===== config.mk =====
export PLATFORM = sky130hd
export DESIGN_NAME = flog2_frac_iter
export DESIGN_NICKNAME = d
export VERILOG_FILES = /design/src/rtl/flog2_frac_iter.sv
export SDC_FILE = /design/constraint.sdc
export NUM_CORES = 1
export LEC_CHECK = 0
export CORE_UTILIZATION = 29
export CTS_BUF_LIST = sky130_fd_sc_hd__clkbuf_8
export CTS_CLUSTER_DIAMETER = 100
export CTS_CLUSTER_SIZE = 20
export DETAILED_ROUTE_END_ITERATION = 6
export GPL_ROUTABILITY_DRIVEN = 0
export GPL_TIMING_DRIVEN = 0
export SLEW_MARGIN = 20
export SYNTH_ARGS = -nofsm -noshare
export SYNTH_HDL_FRONTEND = slang
export SYNTH_SLANG_ARGS = --single-unit

===== constraint.sdc =====
create_clock -name clk -period 10.8 [get_ports clk]
set_input_delay 1.62 -clock clk [delete_from_list [all_inputs] [get_ports clk]]
set_output_delay 1.62 -clock clk [all_outputs]
set_load 0.005 [all_outputs]

===== src/rtl/flog2_frac_iter.sv =====
// Iterative fractional log2 of a normalised mantissa 1.M by repeated squaring, one bit per cycle.
// Optional macro FLOG_ROUND_EN: one extra guard iteration and round half-up (saturating) into out_frac.
module flog2_frac_iter #(
    parameter int MAN_W  = 16,
    parameter int FRAC_W = 16
) (
    input  logic              clk,
    input  logic              rst,
    input  logic              in_valid,
    output logic              in_ready,
    input  logic [MAN_W-1:0]  in_man,
    output logic              out_valid,
    input  logic              out_ready,
    output logic [FRAC_W-1:0] out_frac,
    output logic              out_err
);

`ifdef FLOG_ROUND_EN
    localparam int RES_W = FRAC_W + 1;
`else
    localparam int RES_W = FRAC_W;
`endif
    localparam int CNT_W = $clog2(RES_W + 1);
    localparam int SQ_W  = 2 * MAN_W;
    localparam logic [MAN_W-1:0] MAN_ONE = {1'b1, {(MAN_W-1){1'b0}}};

    // state | meaning
    // IDLE  | waiting for a mantissa, in_ready high
    // EVAL  | producing one result bit per cycle
    // DONE  | result held on out_frac/out_err until out_ready
    typedef enum logic [1:0] {IDLE, EVAL, DONE} state_t;

    state_t             state_q, state_d;
    logic [MAN_W-1:0]   man_q, man_d;
    logic [SQ_W-1:0]    sq_q, sq_d;
    logic [CNT_W-1:0]   cnt_q, cnt_d;
    logic [RES_W-1:0]   res_q, res_d;
    logic [FRAC_W-1:0]  frac_q, frac_d;
    logic               err_q, err_d;
    logic               eval_bit;
    logic [MAN_W-1:0]   man_eval;

    function automatic logic [SQ_W-1:0] square(input logic [MAN_W-1:0] m);
        return {{MAN_W{1'b0}}, m} * {{MAN_W{1'b0}}, m};
    endfunction

    function automatic logic [FRAC_W-1:0] finalise(input logic [RES_W-1:0] r);
`ifdef FLOG_ROUND_EN
        logic [FRAC_W:0] sum;
        sum = {1'b0, r[RES_W-1:1]} + {{FRAC_W{1'b0}}, r[0]};
        return sum[FRAC_W] ? {FRAC_W{1'b1}} : sum[FRAC_W-1:0];
`else
        return r;
`endif
    endfunction

    // A square >= 2.0 yields a 1 bit and is renormalised by halving.
    assign eval_bit = sq_q[SQ_W-1];
    assign man_eval = eval_bit ? sq_q[SQ_W-1 -: MAN_W] : sq_q[SQ_W-2 -: MAN_W];

    always_comb begin
        state_d = state_q;
        man_d   = man_q;
        sq_d    = sq_q;
        cnt_d   = cnt_q;
        res_d   = res_q;
        frac_d  = frac_q;
        err_d   = err_q;
        case (state_q)
            IDLE: begin
                if (in_valid) begin
                    man_d = in_man;
                    sq_d  = square(in_man);
                    cnt_d = CNT_W'(RES_W - 1);
                    res_d = '0;
                    err_d = ~in_man[MAN_W-1];
                    if (in_man[MAN_W-1]) begin
                        state_d = EVAL;
                    end else begin
                        frac_d  = '0;
                        state_d = DONE;
                    end
                end
            end
            EVAL: begin
                if (man_q == MAN_ONE) begin
                    frac_d  = finalise(res_q);
                    state_d = DONE;
                end else begin
                    res_d = res_q | (RES_W'(eval_bit) << cnt_q);
                    man_d = man_eval;
                    sq_d  = square(man_eval);
                    if (cnt_q == '0) begin
                        frac_d  = finalise(res_d);
                        state_d = DONE;
                    end else begin
                        cnt_d = cnt_q - 1'b1;
                    end
                end
            end
            DONE: begin
                if (out_ready) state_d = IDLE;
            end
            default: state_d = IDLE;
        endcase
    end

    always_ff @(posedge clk) begin
        if (rst) begin
            state_q <= IDLE;
            man_q   <= '0;
            sq_q    <= '0;
            cnt_q   <= '0;
            res_q   <= '0;
            frac_q  <= '0;
            err_q   <= 1'b0;
        end else begin
            state_q <= state_d;
            man_q   <= man_d;
            sq_q    <= sq_d;
            cnt_q   <= cnt_d;
            res_q   <= res_d;
            frac_q  <= frac_d;
            err_q   <= err_d;
        end
    end

    assign in_ready  = (state_q == IDLE);
    assign out_valid = (state_q == DONE);
    assign out_frac  = frac_q;
    assign out_err   = err_q;

endmodule

# After elaboration in Yosys (flattened, before gate mapping)
# Index checks and enable logic that the tools add are counted.
# W data, S select, Z words.
# word_totals
register_bits	88
inputBits	20
output_inout_bits	19
# op_classes
add_sub_neg	1
n_mul	2
eq_ne	9
n_shift	1
mux	25
bitwise_logic	2
reduce_logical	8
# op_table
cell	count
$mux W16	9
$pmux W16 S2	3
$mul A16 B16 Y32	2
$mux W32	2
$pmux W32 S2	1
$eq A16 B16 Y1 const B	1
$or A16 B16 Y16	1
$shl A1 B5 Y16	1
$mux W5	3
$mux W2	5
$pmux W5 S2	1
$ne A2 B2 Y1 const B	4
$reduce_and A4 Y1	2
$pmux W2 S3	1
$reduce_and A3 Y1	2
$logic_not A5 Y1	1
$sub A5 B1 Y5 const B	1
$ne A3 B3 Y1 const B	1
$eq A2 B1 Y1 const B	1
$eq A2 B2 Y1 const B	1
$logic_not A2 Y1	1
$ne A2 B1 Y1 const B	1
$reduce_and A2 Y1	1
$reduce_bool A2 Y1	1
$not A1 Y1	1

# Depth between registers and ports, before layout
# Gate-level depths: netlist (run 1).
# depth
depth_word	5
depth_mapped	29
mapped_depth_nobuf	26

# Worst setup path before layout (run 1)
# Ideal clock, no wire load.
# synth_timing
path_kind	input to register
startpoint	in in_man[5]
endpoint	reg sq_q[31]
t_arrival_ns	7.369
t_required_ns	10.697
setup_slack_ns	3.327
stages	24
cell_sequence	clkbuf_1 -> clkbuf_1 -> nand2_1 -> fa_1 -> inv_1 -> fa_1 -> inv_1 -> fa_1 -> inv_1 -> fa_1 -> fa_1 -> inv_1 -> fa_1 -> inv_1 -> ha_1 -> a21o_1 -> a21o_1 -> a221oi_2 -> nand4_1 -> and2_4 -> a311o_2 -> a21oi_2 -> xnor2_1 -> a2111oi_2
# synth_via
elab_chain_cells	3
# synth_lines
element	line	source
from (decl)	11	input logic [MAN_W-1:0] in_man,
$mul A16 B16 Y32	44	return {{MAN_W{1'b0}}, m} * {{MAN_W{1'b0}}, m};
$mux W32	71	if (in_valid) begin
$pmux W32 S2	69	case (state_q)
to (signal assigned)	120	sq_q <= sq_d;
to (decl)	35	logic [SQ_W-1:0] sq_q, sq_d;
# Every way passes these cells. The select of a mux whose other input is x is not followed.
# A chain may end at the register's enable or synchronous reset.

# Final worst setup path (run 1)
# layout_timing
startpoint	reg sq_q[31]
endpoint	reg sq_q[31]
# layout_via
elab_chain_cells	4
# layout_lines
element	line	source
$mux W16	59	assign man_eval = eval_bit ? sq_q[SQ_W-1 -: MAN_W] : sq_q[SQ_W-2 -: MAN_W];
$mul A16 B16 Y32	44	
$mux W32	86	if (man_q == MAN_ONE) begin
$pmux W32 S2	69	
# Every way passes these cells. The select of a mux whose other input is x is not followed.

==> summary.txt, run 1 <==
number of buffers added by the clock tree synthesis step - 9
Post-DP HPWL - 36.2 mm
post-synthesis sequential element count - 73
Required @ worst endpoint - 11,080 ps
Resized cells post-CTS - 0
crit path time final - 8710 ps
clock root buffer master - sky130_fd_sc_hd__clkbuf_8
number of enable flip-flop cells after synthesis - 0
yosys warns - 0
Gate Count Post-Synth - 1,939
post-synthesis average cell area - 8.72 um2
CTS Hold Buffers Added - 0
portion of synthesized cell area occupied by the leading cell type - 0.384
grt ovf - 0
run status - finished, final reports clean
Worst path top cell family by delay - adder cells
Synth Flop Type - sky130_fd_sc_hd__dfxtp_1
total routed wirelength - 43.9 mm
ys async rst share - 0
share of synthesized area occupied by flip-flops and latches - 0.0865
final hold vios - 0
initial cell density of the core - 0.293
summed negative setup slack over all endpoints - 0 ps
Synth area leaders - sky130_fd_sc_hd__fa_1, sky130_fd_sc_hd__ha_1, sky130_fd_sc_hd__inv_1
first drt pass iteration count - 6
vias in the first global route - 14,100
number of placed instances, taps included - 2,739
maximum achievable frequency - 115 MHz
Min-Delay Path Class - reg2reg
setup repair after global routing missed its margin - false
synthesized cell area - 0.0169 mm2
number of buffers on the longest clock path - 2
worst stage delay on the critical path - 1030 ps
Final #Nets - 2,523
number of buffers inserted by post-CTS setup repair - 0
antenna diode count - 0
clock slew at reported path FFs - 90 ps
area overhead of the layout relative to synthesis - 8.94%
Fin Clk Skew - 16.1 ps
crit share post-route - 0.806
CTS tree - done
number of buffers and inverters on the critical path - 9
core area - 0.0576 mm2
maximum number of pins on one net before global-route repair - 15
floorplan die height - 243 um
TritonCTS Sinks - 73
worst-margin pin slew - 1160 ps
level count of the clock H-tree - 3
post-route design area - 0.0184 mm2
DRC violations left - 0
post-route insts no fill - 2,755
total routing usage reported by global routing - 0.153
leading area contributor after synthesis - sky130_fd_sc_hd__fa_1
Setup-failing EPs final - 0
wire length of the first global-routing pass - 72.5 mm
count of input and output buffers - 35
critical path peak fanout - 10
number of nets with antenna violations after detailed routing - 0
worst slew slack as a fraction of its limit - 0.202
type of the worst setup path - reg2reg
crit path launch type - flip-flop
top-level port count - 39
nets in the synthesized netlist - 2,477
number of pins exceeding their max-slew limit in the final report - 0
first-iteration detailed-routing DRC count - 700
via density per instance - 4.76
distinct cell type count of the synthesized netlist - 67
initial antenna violation count - 2
Clock Latency Late Sink - 380 ps
share of post-route cells with drive strength above 1 - 0.0261
die outline area - 0.0592 mm2
horizontal die dimension - 243 um
data arrival time of the worst path - 8990 ps
category of the worst setup path capture point - flip-flop
average routed wire per standard cell - 15.9 um
vias after detailed routing - 13,100
cell area after placement - 0.0182 mm2
number of maximum-capacitance constraint violations - 0
standard cell with the maximum stage delay on the critical path - sky130_fd_sc_hd__mux2i_1
Row Count - 88
## worst min-delay path, delay by kind of cell, from the launching register on
kind | cells | cell delay, ps
simple gates | 1 | 50
flops | 1 | 320
compound gates | 1 | 50
## cells in the mapped netlist, types with 10 or more instances
cell,instances
sky130_fd_sc_hd__a211oi_1,24
sky130_fd_sc_hd__a21o_1,25
sky130_fd_sc_hd__a21oi_1,76
sky130_fd_sc_hd__a22oi_1,15
sky130_fd_sc_hd__and2_1,41
sky130_fd_sc_hd__clkbuf_1,61
sky130_fd_sc_hd__dfxtp_1,73
sky130_fd_sc_hd__fa_1,324
sky130_fd_sc_hd__ha_1,194
sky130_fd_sc_hd__inv_1,467
sky130_fd_sc_hd__mux2_2,10
sky130_fd_sc_hd__mux2i_1,14
sky130_fd_sc_hd__nand2_1,197
sky130_fd_sc_hd__nand3_1,10
sky130_fd_sc_hd__nand4_1,11
sky130_fd_sc_hd__nor2_1,162
sky130_fd_sc_hd__nor3_1,24
sky130_fd_sc_hd__o211ai_1,23
sky130_fd_sc_hd__o21ai_0,17
sky130_fd_sc_hd__o21ai_1,21
sky130_fd_sc_hd__xnor2_1,24
sky130_fd_sc_hd__xor2_1,22
## layout make-up
cell class,count,area (um2)
Buffer,70,298
Clock buffer,10,138
Fill cell,6063,39200
Inverter,471,1770
Clock inverter,6,50.0
Timing Repair Buffer,35,350
Tap cell,765,957
Multi-Input combinational cell,1325,13400
Sequential cell,73,1460
## worst paths after layout
| check | start | to | slack [ps] | cells past startpoint |
|---|---|---|---|---|
| max | sq_q[31]$_SDFFE_PP0P_ | sq_q[31]$_SDFFE_PP0P_ | 2090 | 27 |
| min | man_q[4]$_SDFFE_PP0P_ | man_q[4]$_SDFFE_PP0P_ | 450 | 2 |
| max reg2reg | sq_q[31]$_SDFFE_PP0P_ | sq_q[31]$_SDFFE_PP0P_ | 2090 | 27 |
| min reg2reg | man_q[4]$_SDFFE_PP0P_ | man_q[4]$_SDFFE_PP0P_ | 450 | 2 |
## flip-flops by register name (all words and copies together), names as in the netlist
register,count
cnt_q,5
man_q,16
out_err,1
out_frac,16
res_q,16
sq_q,17
state_q,2
## stage by stage
stage,hold slack [ps],setup WS [ps],utilization
6_report,454,2090,0.320
5_1_grt,481,1700,0.320
4_1_cts,454,2130,0.320
3_5_place_dp,443,1770,0.316
3_3_place_gp,439,1900,0.316
2_1_floorplan,427,3330,-
## per-layer routing
layer	track usage	wire, um	part of all wire	vias to the layer above
met5	0	10	0.00023	-
met4	0.0401	1110	0.025	2
met3	0.0204	2450	0.056	70
met2	0.271	21800	0.50	333
met1	0.195	18600	0.42	6616
li1	-	-	-	6083
## logic make-up (layout without fill, tap and decap cells)
kind of cell,after synthesis,after routing,share of synthesized area
compound gates,248,248,0.0974
xor+xnor,47,47,0.0255
fa+ha+maj,518,518,0.527
buf+inv,541,592,0.122
flops,73,73,0.0865
mux,24,24,0.0150
simple gates,488,488,0.126
## layout by cell type, fill, tap and decap left out, types with 35 or more instances in the layout
| cell | n |
|---|---|
| sky130_fd_sc_hd__clkdlybuf4s50_1 | 35 |
| sky130_fd_sc_hd__and2_1 | 41 |
| sky130_fd_sc_hd__nand2_1 | 197 |
| sky130_fd_sc_hd__clkbuf_1 | 61 |
| sky130_fd_sc_hd__a21oi_1 | 76 |
| sky130_fd_sc_hd__fa_1 | 324 |
| sky130_fd_sc_hd__nor2_1 | 162 |
| sky130_fd_sc_hd__ha_1 | 194 |
| sky130_fd_sc_hd__inv_1 | 467 |
| sky130_fd_sc_hd__dfxtp_1 | 73 |
Power of run 1 is left out: the tool's default activity adds up to more than one toggle a clock period on the data nets, which glitch-free logic cannot reach.
==> inputs of run 2 (changes only) <==
- clock period: 10.8 -> 7.1 ns (I/O delays scaled with it)
==> run 2 against run 1 <==
  * Critical path type unchanged
  * Die area did not move
  * Hold slack is essentially flat
  * Count of clock-buffer cells in the layout unchanged
  * Flip-flop and latch count is the same
  * Non-clock buffer count increased by 33
  * First-iteration DRC count increased by 5.3%
  * Register-to-register slack got worse by 1900 ps
  * Cell count increased by 1.2%
==> summary.txt, run 2 (synthesized netlist as in run 1, its figures left out) <==
Biggest register - sq_q
clock slew at reported path FFs - 90 ps
Final #Nets - 2,556
launching point of the worst reg2reg path - sq_q[31]$_SDFFE_PP0P_
die outline area - 0.0592 mm2
Final Hold Slack - 455 ps
number of pins exceeding their max-slew limit in the final report - 0
critical path peak fanout - 10
type of the worst setup path - reg2reg
data arrival time of the worst path - 7200 ps
maximum number of pins on one net before global-route repair - 15
number of flip-flops in the largest register - 17
via density per instance - 4.76
share of post-route cells with drive strength above 1 - 0.0791
total routed wirelength - 45.1 mm
worst slew slack as a fraction of its limit - 0.392
number of buffers and inverters on the critical path - 6
Row Count - 88
initial antenna violation count - 1
initial cell density of the core - 0.293
average routed wire per standard cell - 16.2 um
first-iteration detailed-routing DRC count - 737
cell area after placement - 0.0182 mm2
number of maximum-capacitance constraint violations - 0
vias in the first global route - 14,200
worst stage delay on the critical path - 540 ps
CTS Hold Buffers Added - 0
clock root buffer master - sky130_fd_sc_hd__clkbuf_8
path depth of the worst reg2reg path - 24
Fin Clk Skew - 14.5 ps
CTS tree - done
floorplan die height - 243 um
horizontal die dimension - 243 um
Post-DP HPWL - 36.2 mm
final hold vios - 0
Setup-failing EPs final - 0
post-route insts no fill - 2,788
hold path depth - 2
worst setup slack after layout - 182 ps
Min-Delay Path Class - reg2reg
post-route design area - 0.0191 mm2
worst min-delay path endpoint - man_q[4]$_SDFFE_PP0P_
number of buffers added by the clock tree synthesis step - 9
category of the worst setup path capture point - flip-flop
worst-margin pin slew - 910 ps
antenna diode count - 0
Worst path top cell family by delay - adder cells
TritonCTS Sinks - 73
total routing usage reported by global routing - 0.155
area overhead of the layout relative to synthesis - 13.0%
number of nets with antenna violations after detailed routing - 0
most numerous cell on the critical path - sky130_fd_sc_hd__fa_1
number of placed instances, taps included - 2,739
Clock Latency Late Sink - 390 ps
DRC violations left - 0
end of the worst register-to-register path - sq_q[31]$_SDFFE_PP0P_
critical-path cell list - buf_12 > mux2_2 > inv_1 > nor2_1 > fa_1 > inv_1 > fa_1 > inv_1 > fa_1 > fa_1 > fa_1 > inv_1 > fa_1 > inv_1 > ha_1 > a211oi_2 > nand2_1 > a2111oi_4 > o21ai_2 > a31oi_4 > o21ai_1 > xnor2_1 > nor2_1 > a2111oi_2
count of input and output buffers - 35
standard cell with the maximum stage delay on the critical path - sky130_fd_sc_hd__fa_1
grt ovf - 0
vias after detailed routing - 13,300
hold path startpoint - man_q[4]$_SDFFE_PP0P_
level count of the clock H-tree - 3
crit path launch type - flip-flop
placement-stage worst setup slack - -1500 ps
number of buffers on the longest clock path - 2
run status - finished, final reports clean
wire length of the first global-routing pass - 73.4 mm
core area - 0.0576 mm2
top-level port count - 39
register-to-register setup slack - 180 ps
Required @ worst endpoint - 7380 ps
first drt pass iteration count - 5
most frequent cells in the layout - sky130_fd_sc_hd__inv_1, sky130_fd_sc_hd__fa_1, sky130_fd_sc_hd__nand2_1
maximum achievable frequency - 145 MHz
crit share post-route - 0.974
most common library cell in the layout ignoring fill and taps - sky130_fd_sc_hd__inv_1
crit path time final - 6920 ps
==> run 2: cell types whose count changed in the layout (fill, tap and decap cells not counted), sizes merged <==
cell           previous run  this run
dlymetal6s2s              0         3
clkinvlp                  2         7
clkinv                    4         3
clkbuf                   72        61
clkdlybuf4s50            35        22
inv                     471       467
clkdlybuf4s15             0         1
buf                       8        60
dlygate4sd2               0         1
==> run 2: how the worst max path moves through the flow <==
stage,from,endpoint,slack (ps),cells past startpoint
6_report,sq_q[31]$_SDFFE_PP0P_,sq_q[31]$_SDFFE_PP0P_,180,24
5_1_grt,sq_q[31]$_SDFFE_PP0P_,sq_q[31]$_SDFFE_PP0P_,-30,26
4_1_cts,in_man[6],sq_q[31]$_SDFFE_PP0P_,-20,24
3_5_place_dp,sq_q[31]$_SDFFE_PP0P_,sq_q[31]$_SDFFE_PP0P_,-1500,27
3_3_place_gp,sq_q[31]$_SDFFE_PP0P_,sq_q[31]$_SDFFE_PP0P_,-1450,27
2_1_floorplan,sq_q[31]$_SDFFE_PP0P_,sq_q[31]$_SDFFE_PP0P_,130,27
==> run 2: worst min-delay path, cell delays in order (launching register included) <==
cell	delay [ps]
sky130_fd_sc_hd__dfxtp_1	320
sky130_fd_sc_hd__nand2_1	50
sky130_fd_sc_hd__a21oi_1	50
==> run 2: cell type report <==
class | instances | area [um2]
clock inverter | 6 | 50.0
inverter | 471 | 1790
tap | 765 | 957
clock buffer | 10 | 138
fill | 5992 | 38500
sequential | 73 | 1460
multi-input combinational | 1325 | 13600
buffer | 69 | 495
timing repair buffer | 69 | 591
==> run 2: per-layer routing <==
metal	vias to the layer above	routed length, um	GRT usage
met5	-	0	0
met4	0	1010	0.0398
met3	73	2350	0.0218
met2	336	22800	0.275
met1	6685	19000	0.196
li1	6164	-	-
==> run 2: timing repair <==
item                       in CTS  in global routing
gates resized for setup       107                 89
hold endpoints to repair        0                  0
setup buffers                   8                 25
gates cloned                    0                  1
setup endpoints to repair      17                 13
pin swaps                       3                 10
==> run 2: per-stage QoR <==
stage	util	TNS, ps
2_1_floorplan	-	0
3_3_place_gp	0.316	-17950
3_5_place_dp	0.316	-18990
4_1_cts	0.326	-24.7
5_1_grt	0.332	-37.1
6_report	0.332	0
Power of run 2 is left out for the same reason.
==> inputs of run 3 (changes only) <==
- ABC_AREA: not set -> 1
==> run 3 against run 2 <==
  * Global-route usage up 1.0 points
  * Critical path depth down 1
  * Non-clock buffer count down 36
  * Design area up 5.6%
  * Fmax up 2.0%
  * Hold slack better by 2.7 ps
  * Cell count up 21%
  * Via count up 15%
  * First-iteration DRC count up 35%
  * Flip-flop and latch count unchanged
  * Critical endpoint is now sq_q[20]$_SDFFE_PP0P_
==> summary.txt, run 3 <==
type of the worst setup path - reg2reg
Final Hold Slack - 457 ps
post-synthesis average cell area - 7.40 um2
worst-margin pin slew - 800 ps
synthesized cell area - 0.0185 mm2
Min-Delay Path Class - reg2reg
floorplan die height - 254 um
TritonCTS Sinks - 73
Synth area leaders - sky130_fd_sc_hd__fa_1, sky130_fd_sc_hd__inv_1, sky130_fd_sc_hd__ha_1
Final #Nets - 3,070
wire length of the first global-routing pass - 84.1 mm
nets in the synthesized netlist - 3,033
clock root buffer master - sky130_fd_sc_hd__clkbuf_8
number of buffers added by the clock tree synthesis step - 9
critical path peak fanout - 10
path depth of the worst reg2reg path - 23
worst min-delay path endpoint - res_q[8]$_SDFFE_PP0P_
grt ovf - 0
Clock Latency Late Sink - 370 ps
die outline area - 0.0647 mm2
number of pins exceeding their max-slew limit in the final report - 0
total routing usage reported by global routing - 0.165
vias in the first global route - 16,100
number of nets with antenna violations after detailed routing - 0
post-synthesis sequential element count - 73
number of buffers on the longest clock path - 2
horizontal die dimension - 254 um
synth cell count leaders - sky130_fd_sc_hd__inv_1, sky130_fd_sc_hd__nand2_1, sky130_fd_sc_hd__fa_1
maximum achievable frequency - 147 MHz
Storage cell area - 0.00146 mm2
DRC violations left - 0
Post-DP HPWL - 42.1 mm
run status - finished, final reports clean
count of input and output buffers - 26
most frequent cells in the layout - sky130_fd_sc_hd__inv_1, sky130_fd_sc_hd__nand2_1, sky130_fd_sc_hd__fa_1
yosys warns - 0
Row Count - 92
first-iteration detailed-routing DRC count - 996
clock slew at reported path FFs - 90 ps
leading area contributor after synthesis - sky130_fd_sc_hd__fa_1
via density per instance - 4.53
share of post-route cells with drive strength above 1 - 0.0438
top-level port count - 39
share of synthesized area occupied by flip-flops and latches - 0.0791
post-route design area - 0.0202 mm2
Fill cells - 6,863
launching point of the worst reg2reg path - sq_q[31]$_SDFFE_PP0P_
crit share post-route - 0.956
end of the worst register-to-register path - sq_q[20]$_SDFFE_PP0P_
Required @ worst endpoint - 7360 ps
CTS Hold Buffers Added - 0
Synth Flop Type - sky130_fd_sc_hd__dfxtp_1
setup repair after global routing missed its margin - false
Biggest register - sq_q
crit path time final - 6780 ps
hold path depth - 2
number of maximum-capacitance constraint violations - 0
maximum number of pins on one net before global-route repair - 15
portion of synthesized cell area occupied by the leading cell type - 0.351
vias after detailed routing - 15,300
Setup-failing EPs final - 0
data arrival time of the worst path - 7040 ps
Gate Count Post-Synth - 2,495
most frequent cell after synthesis - sky130_fd_sc_hd__inv_1
area overhead of the layout relative to synthesis - 9.10%
core area - 0.0630 mm2
Fin Clk Skew - 22.2 ps
number of enable flip-flop cells after synthesis - 0
first drt pass iteration count - 6
footprint of the multi-input gates - 0.0142 mm2
cell area after placement - 0.0198 mm2
worst setup slack after layout - 315 ps
level count of the clock H-tree - 3
initial antenna violation count - 1
register-to-register setup slack - 320 ps
total routed wirelength - 50.2 mm
final hold vios - 0
most common library cell in the layout ignoring fill and taps - sky130_fd_sc_hd__inv_1
average routed wire per standard cell - 14.9 um
distinct cell type count of the synthesized netlist - 41
CTS tree - done
number of flip-flops in the largest register - 17
ys async rst share - 0
hold path startpoint - res_q[8]$_SDFFE_PP0P_
category of the worst setup path capture point - flip-flop
placement-stage worst setup slack - -1040 ps
crit path launch type - flip-flop
worst slew slack as a fraction of its limit - 0.467
antenna diode count - 0
initial cell density of the core - 0.293
==> run 3: changes by cell type after synthesis, sizes merged, moves of 15 or more <==
cell    previous run  this run
a21o              25         4
and2              43         2
nand2            198       478
a22oi             15         0
a21oi             77       111
o21ai             38       114
a211oi            24         0
nor2             162       254
nand3             10        86
inv              468       663
xnor2             25         8
o211ai            23         1
buf                8        26
==> run 3: what timing repair did <==
action,CTS,global route
setup buffers,0,2
gates resized for setup,19,64
endpoints found under the setup margin,17,17
==> run 3: cell type report <==
class / count / share of cell area
Buffer: 74 / 0.0197
Clock buffer: 10 / 0.00683
Clock inverter: 6 / 0.00484
Inverter: 665 / 0.124
Multi-Input combinational cell: 1681 / 0.706
Sequential cell: 73 / 0.0725
Tap cell: 846 / 0.0525
Timing Repair Buffer: 28 / 0.0137
==> run 3: through the flow <==
| step | cells | util | TNS, ps |
|---|---|---|---|
| after floorplan | 2495 | - | 0 |
| after CTS | 3383 | 0.319 | 0 |
| final | 3383 | 0.320 | 0 |
| after detailed placement | 3367 | 0.314 | -14240 |
| after global placement | 3367 | 0.314 | -11680 |
| after global routing | 3383 | 0.320 | 0 |
==> run 3: logic make-up (layout without fill, tap and decap cells) <==
| group | count (synthesis) | after routing | synth area share |
|---|---|---|---|
| DFF | 73 | 73 | 0.0791 |
| and+or+nand+nor | 879 | 879 | 0.196 |
| xor gates and xnor gates | 18 | 18 | 0.00853 |
| adders and majority gates | 518 | 518 | 0.482 |
| buffers and inverters | 741 | 783 | 0.154 |
| AOI/OAI and AO/OA | 266 | 266 | 0.0792 |
==> run 3: routing by layer <==
metal  track usage  part of all wire  up-vias
met5             0           0.00022        -
met4        0.0442             0.028        2
met3        0.0264             0.056       91
met2         0.276              0.46      421
met1         0.221              0.46     7297
li1              -                 -     7499
==> run 3: how the worst max path moves through the flow <==
stage,from,to,slack [ps],cells past startpoint
floorplan,in_man[13],sq_q[24]$_SDFFE_PP0P_,830,24
global placement,in_man[9],sq_q[24]$_SDFFE_PP0P_,-950,27
detailed placement,in_man[4],sq_q[24]$_SDFFE_PP0P_,-1040,25
CTS,in_man[9],sq_q[16]$_SDFFE_PP0P_,90,24
global route,sq_q[31]$_SDFFE_PP0P_,sq_q[23]$_SDFFE_PP0P_,8,31
finish,sq_q[31]$_SDFFE_PP0P_,sq_q[20]$_SDFFE_PP0P_,320,23
==> run 3: critical path, stage by stage, from the launching register on <==
cell and delay [ps]:
sky130_fd_sc_hd__dfxtp_1 330, sky130_fd_sc_hd__clkbuf_4 220, sky130_fd_sc_hd__buf_4 220, sky130_fd_sc_hd__o21ai_4 480, sky130_fd_sc_hd__inv_1 400, sky130_fd_sc_hd__nand2_1 250
sky130_fd_sc_hd__fa_1 430, sky130_fd_sc_hd__inv_1 90, sky130_fd_sc_hd__fa_1 440, sky130_fd_sc_hd__fa_1 490, sky130_fd_sc_hd__fa_1 540, sky130_fd_sc_hd__fa_1 520
sky130_fd_sc_hd__inv_1 50, sky130_fd_sc_hd__fa_1 480, sky130_fd_sc_hd__inv_1 40, sky130_fd_sc_hd__ha_1 340, sky130_fd_sc_hd__a21oi_1 300, sky130_fd_sc_hd__o21ai_0 180
sky130_fd_sc_hd__a21oi_1 220, sky130_fd_sc_hd__nand3_1 160, sky130_fd_sc_hd__o21ai_1 270, sky130_fd_sc_hd__nand3_1 100, sky130_fd_sc_hd__nand2_1 70, sky130_fd_sc_hd__inv_1 30
Power of run 3 is left out for the same reason.
